File: src/rtl/fifo_arbiter.sv
// Round-robin arbiter guarding one synchronous FIFO shared by two writers and one reader.
// Define FIFO_ARB_RD_PRIO_EN to give the reader strict priority over the round-robin writers.
module fifo_arbiter #(
    parameter int DW    = 8,
    parameter int DEPTH = 8,
    parameter int CW    = 4
) (
    input  logic          clk,
    input  logic          rst_n,
    input  logic          wr0_req,
    input  logic [DW-1:0] wr0_data,
    output logic          wr0_gnt,
    input  logic          wr1_req,
    input  logic [DW-1:0] wr1_data,
    output logic          wr1_gnt,
    input  logic          rd_req,
    output logic          rd_gnt,
    output logic          rd_valid,
    output logic [DW-1:0] rd_data,
    output logic          fifo_wen,
    output logic          fifo_ren,
    output logic [DW-1:0] fifo_din,
    input  logic [DW-1:0] fifo_dout,
    input  logic          fifo_error,
    output logic [CW-1:0] count,
    output logic          full,
    output logic          empty,
    output logic          err
);

    typedef enum logic [1:0] {
        SLOT_WR0 = 2'd0,
        SLOT_WR1 = 2'd1,
        SLOT_RD  = 2'd2
    } slot_t;

    localparam logic [CW-1:0] DEPTH_C = CW'(DEPTH);

    slot_t         ptr_q, ptr_d;
    logic [CW-1:0] count_q, count_d;
    logic          rd_valid_q, rd_valid_d;
    logic          err_q, err_d;

    logic elig_wr0, elig_wr1, elig_rd;
    logic gnt_wr0, gnt_wr1, gnt_rd;

    // Eligibility looks only at the registered count, so a write this cycle never enables a read this cycle.
    assign elig_wr0 = wr0_req && (count_q < DEPTH_C);
    assign elig_wr1 = wr1_req && (count_q < DEPTH_C);
    assign elig_rd  = rd_req  && (count_q != '0);

    always_comb begin
        gnt_wr0 = 1'b0;
        gnt_wr1 = 1'b0;
        gnt_rd  = 1'b0;
        ptr_d   = ptr_q;
        if (rst_n) begin
`ifdef FIFO_ARB_RD_PRIO_EN
            if (elig_rd) begin
                gnt_rd = 1'b1;
            end else if (ptr_q == SLOT_WR1) begin
                if (elig_wr1) begin
                    gnt_wr1 = 1'b1;
                    ptr_d   = SLOT_WR0;
                end else if (elig_wr0) begin
                    gnt_wr0 = 1'b1;
                    ptr_d   = SLOT_WR1;
                end
            end else begin
                if (elig_wr0) begin
                    gnt_wr0 = 1'b1;
                    ptr_d   = SLOT_WR1;
                end else if (elig_wr1) begin
                    gnt_wr1 = 1'b1;
                    ptr_d   = SLOT_WR0;
                end
            end
`else
            case (ptr_q)
                SLOT_WR0: begin
                    if (elig_wr0) begin
                        gnt_wr0 = 1'b1;
                        ptr_d   = SLOT_WR1;
                    end else if (elig_wr1) begin
                        gnt_wr1 = 1'b1;
                        ptr_d   = SLOT_RD;
                    end else if (elig_rd) begin
                        gnt_rd = 1'b1;
                        ptr_d  = SLOT_WR0;
                    end
                end
                SLOT_WR1: begin
                    if (elig_wr1) begin
                        gnt_wr1 = 1'b1;
                        ptr_d   = SLOT_RD;
                    end else if (elig_rd) begin
                        gnt_rd = 1'b1;
                        ptr_d  = SLOT_WR0;
                    end else if (elig_wr0) begin
                        gnt_wr0 = 1'b1;
                        ptr_d   = SLOT_WR1;
                    end
                end
                default: begin
                    if (elig_rd) begin
                        gnt_rd = 1'b1;
                        ptr_d  = SLOT_WR0;
                    end else if (elig_wr0) begin
                        gnt_wr0 = 1'b1;
                        ptr_d   = SLOT_WR1;
                    end else if (elig_wr1) begin
                        gnt_wr1 = 1'b1;
                        ptr_d   = SLOT_RD;
                    end
                end
            endcase
`endif
        end
    end

    always_comb begin
        count_d = count_q;
        if (gnt_wr0 || gnt_wr1) begin
            count_d = count_q + CW'(1);
        end else if (gnt_rd) begin
            count_d = count_q - CW'(1);
        end
        rd_valid_d = gnt_rd;
        err_d      = err_q | fifo_error;
    end

    always_ff @(posedge clk) begin
        if (!rst_n) begin
            ptr_q      <= SLOT_WR0;
            count_q    <= '0;
            rd_valid_q <= 1'b0;
            err_q      <= 1'b0;
        end else begin
            ptr_q      <= ptr_d;
            count_q    <= count_d;
            rd_valid_q <= rd_valid_d;
            err_q      <= err_d;
        end
    end

    assign wr0_gnt  = gnt_wr0;
    assign wr1_gnt  = gnt_wr1;
    assign rd_gnt   = gnt_rd;
    assign fifo_wen = gnt_wr0 | gnt_wr1;
    assign fifo_ren = gnt_rd;
    assign fifo_din = gnt_wr0 ? wr0_data : (gnt_wr1 ? wr1_data : '0);
    assign rd_valid = rd_valid_q;
    assign rd_data  = fifo_dout;
    assign count    = count_q;
    assign full     = (count_q == DEPTH_C);
    assign empty    = (count_q == '0);
    assign err      = err_q;

endmodule

File: config.mk
export PLATFORM = sky130hd
export DESIGN_NAME = fifo_arbiter
export DESIGN_NICKNAME = d
export VERILOG_FILES = /design/src/rtl/fifo_arbiter.sv
export SDC_FILE = /design/constraint.sdc
export NUM_CORES = 1
export LEC_CHECK = 0
export CAP_MARGIN = 20
export CORE_UTILIZATION = 32
export CTS_BUF_LIST = sky130_fd_sc_hd__clkbuf_16
export DETAILED_ROUTE_END_ITERATION = 6
export PLACE_DENSITY = 0.86
export SYNTH_ARGS = -nofsm -noshare
export SYNTH_HDL_FRONTEND = slang
export SYNTH_SLANG_ARGS = --single-unit
export TNS_END_PERCENT = 5
File: constraint.sdc
create_clock -name clk -period 4.6 [get_ports clk]
set_clock_uncertainty 0.15 [all_clocks]
set_input_delay 1.15 -clock clk [delete_from_list [all_inputs] [get_ports clk]]
set_output_delay 1.15 -clock clk [all_outputs]
set_load 0.05 [all_outputs]
==> flow_summary.yaml, run 1 <==
run_status:
  status: "finished, final reports clean"
floorplan:
  pin_count: 59
  die_x_um: 46.9
  dieArea_sq_um: 2200
  fp-row-count: 15
  die_h_um: 46.9
  start_util_pct: 35.8
  core_area_sq_um: 1800
clock_network:
  cts_sinks: 8
  insertion_delay_ps: 230
  cts-root-buf: "clkbuf_16"
  holdBufCountCts: 0
  tritoncts: "built"
  cts_max_level: 1
  ctsLongestPathBuffers: 2
  path_clk_slew_ps: 30
  post_cts_resize_count: 0
  post_cts_buffers: 0
  cts_made_buffers: 3
setup_path:
  r2r_slack_ps: 2410
  crit_path_end_kind: "primary output"
  path_cells: "clkdlybuf4s50_1 > nor2b_2 > o22ai_1 > and3_1 > a22o_1 > buf_12"
  crit_end: "fifo_din[1]"
  worstReg2RegStart: "count[3]$_SDFFE_PN0P_"
  crit_path_max_incr_delay_ps: 520
  worst_r2r_path_depth: 8
  cp-start-kind: "primary input"
  worstSetupPathType: "primary input to primary output"
  cp_slowest_cell: "clkdlybuf4s50_1"
  required_ps: 3300
  critPathArrivalTime_ps: 2770
  r2r_end: "count[2]$_SDFFE_PN0P_"
  cp_max_fo: 9
  crit_start: "rd_req"
synth:
  syn_area_per_cell_sq_um: 8.72
  async_flop_share_pct: 0
  synthDistinctLibCells: 33
  synth_area_leaders: "dfxtp_1 (25%), buf_4 (12%), a22o_1 (11%)"
  postSynth.topFlopCell: "dfxtp_1"
  syn_area_sq_um: 646
  yosysWarnings: 0
  yosys.area.top_type: "dfxtp_1"
  synth_top_area_share_pct: 24.8
  synth_nets: 105
  ys_ff_latch: 8
  synth_edf_count: 0
  syn_inst: 74
  yosysMostFrequentCell: "buf_4"
  yosys-top-cells-count: "buf_4 (10), a22o_1 (8), dfxtp_1 (8)"
  synth_seq_area_share_pct: 24.8
route:
  drt_iter0_markers: 20
  drc: 0
  wl_per_cell_um: 15.1
  vias: 676
  dr.pass1.iters: 4
  routed_wirelength_um: 1960
  vias_per_cell: 5.20
  antenna_left: 0
timing:
  fin_crit_ps: 4070
  worst_pin_slew_ps: 533
  fin_setup_tns_ps: 0
  rsz0062_at_grt: "false"
  max_freq_ghz: 0.245
  final-setup-viol-count: 0
  hold_viol_final: 0
  setup_ws_ps: 526
  drv_slew: 0
  maxSlewHeadroom_pct: 64.3
  finalCritPeriodShare_pct: 88.6
flow_run:
  max_cap_violations: 0
power_and_ir_drop:
  leakagePower_nw: 0.465
  power_density_nw_per_um2: 486
  ir_drop_mv: 0.415
global_routing:
  grt_use_total_pct: 17.9
  grt_pass1_wl_um: 2660
  overflow: 0
  first_global_vias: 597
  grt_max_degree: 13
  antenna_found_initial: 0
finish:
  antennaDiodeCount: 0
  fin_nets: 138
  final_core_util_pct: 63.3
  drive_above_1_share_pct: 21.0
  area_delta_synth_final_pct: 76.7
placement:
  hpwlAfterDp_um: 1610
  io_buffers: 42
  dp_slack_ps: 532
  gp_congestion: 0.800
hold_path:
  min_path_type: "flip-flop to flip-flop"
-- worst min path at each step --
| stage | startpoint | to | slack [ps] | depth (start not counted) |
|---|---|---|---|---|
| floorplan | ptr_q[0]$_SDFFE_PN0P_ | ptr_q[1]$_SDFFE_PN0P_ | 430 | 2 |
| global placement | err$_SDFF_PN0_ | err$_SDFF_PN0_ | 290 | 1 |
| detailed placement | err$_SDFF_PN0_ | err$_SDFF_PN0_ | 300 | 1 |
| CTS | err$_SDFF_PN0_ | err$_SDFF_PN0_ | 310 | 1 |
| global route | err$_SDFF_PN0_ | err$_SDFF_PN0_ | 330 | 1 |
| finish | err$_SDFF_PN0_ | err$_SDFF_PN0_ | 310 | 1 |
-- per-layer routing --
layer  GRT usage, %  vias up  share of wire, %
met5              0        -                 0
met4           9.14        0               1.6
met3           3.85        4                11
met2           36.9       39                53
met1           15.5      305                34
li1               -      328                 -
-- cells in the final DEF, fill, tap and decap left out --
cell and instances:
a21oi_1 3, nand2b_2 1, and3_1 2, o221a_4 1
nor2_1 6, nor4b_1 1, clkdlybuf4s50_1 29, o22ai_1 2
nand2b_1 2, and2b_1 2, xnor2_1 1, dfxtp_1 8
buf_12 8, o21ai_0 2, inv_1 1, clkbuf_16 3
nand2_1 5, a22oi_2 1, a22o_1 8, nor2b_2 1
mux2i_1 2, ha_1 1, nor4_4 1, o21a_1 1
buf_4 5, o31ai_1 1, nand3_1 1, o311a_1 1
and2_1 1, a41oi_1 1, o32ai_1 1, a21boi_0 1
o311a_2 1
-- flip-flops by register name, summed over array words and instances (netlist names) --
signal    cells
ptr_q         2
err           1
rd_valid      1
count         4
-- where the power goes --
| group | internal, mW | switching [mW] |
|---|---|---|
| Clock | 0.112 | 0.0326 |
| Sequential | 0.0848 | 0.0299 |
| Combinational | 0.123 | 0.173 |
-- final cells by class --
type	count	area [sq um]
Clock buffer	3	75.1
Fill cell	154	661
Inverter	1	3.75
Multi-Input combinational cell	51	383
Sequential cell	8	160
Tap cell	25	31.3
Timing Repair Buffer	42	488
-- per-stage QoR --
step	hold slack (ps)	std cells	area (sq um)	total power, mW
floorplan	430	74	646	0.322
global placement	289	127	1070	0.404
detailed placement	304	127	1070	0.412
CTS	312	130	1140	0.560
global route	335	130	1140	0.577
finish	308	130	1140	0.555
-- worst max-delay path, delay by kind of cell --
kind                   cells  cell delay, ps
AO/OA/AOI/OAI              2             420
buffers and inverters      2             680
AND/OR/NAND/NOR            2             520
-- cell families after synthesis --
logic type | synth area share, %
compound gates | 31.2
simple gates | 21.7
buf+inv | 15.9
flops | 24.8
mux | 3.10
xor+xnor | 1.36
fa+ha+maj | 1.94
Note: power is estimated with default switching activity, not from simulation.
==> run 2, diff against run 1 <==
--- a/config.mk
+++ b/config.mk
@@ -9,6 +9,7 @@
 export CORE_UTILIZATION = 32
 export CTS_BUF_LIST = sky130_fd_sc_hd__clkbuf_16
 export DETAILED_ROUTE_END_ITERATION = 6
+export HOLD_SLACK_MARGIN = 0.15
 export PLACE_DENSITY = 0.86
 export SYNTH_ARGS = -nofsm -noshare
 export SYNTH_HDL_FRONTEND = slang
==> results of run 2 <==
Final layout, timing and power as in run 1 (identical DEF).
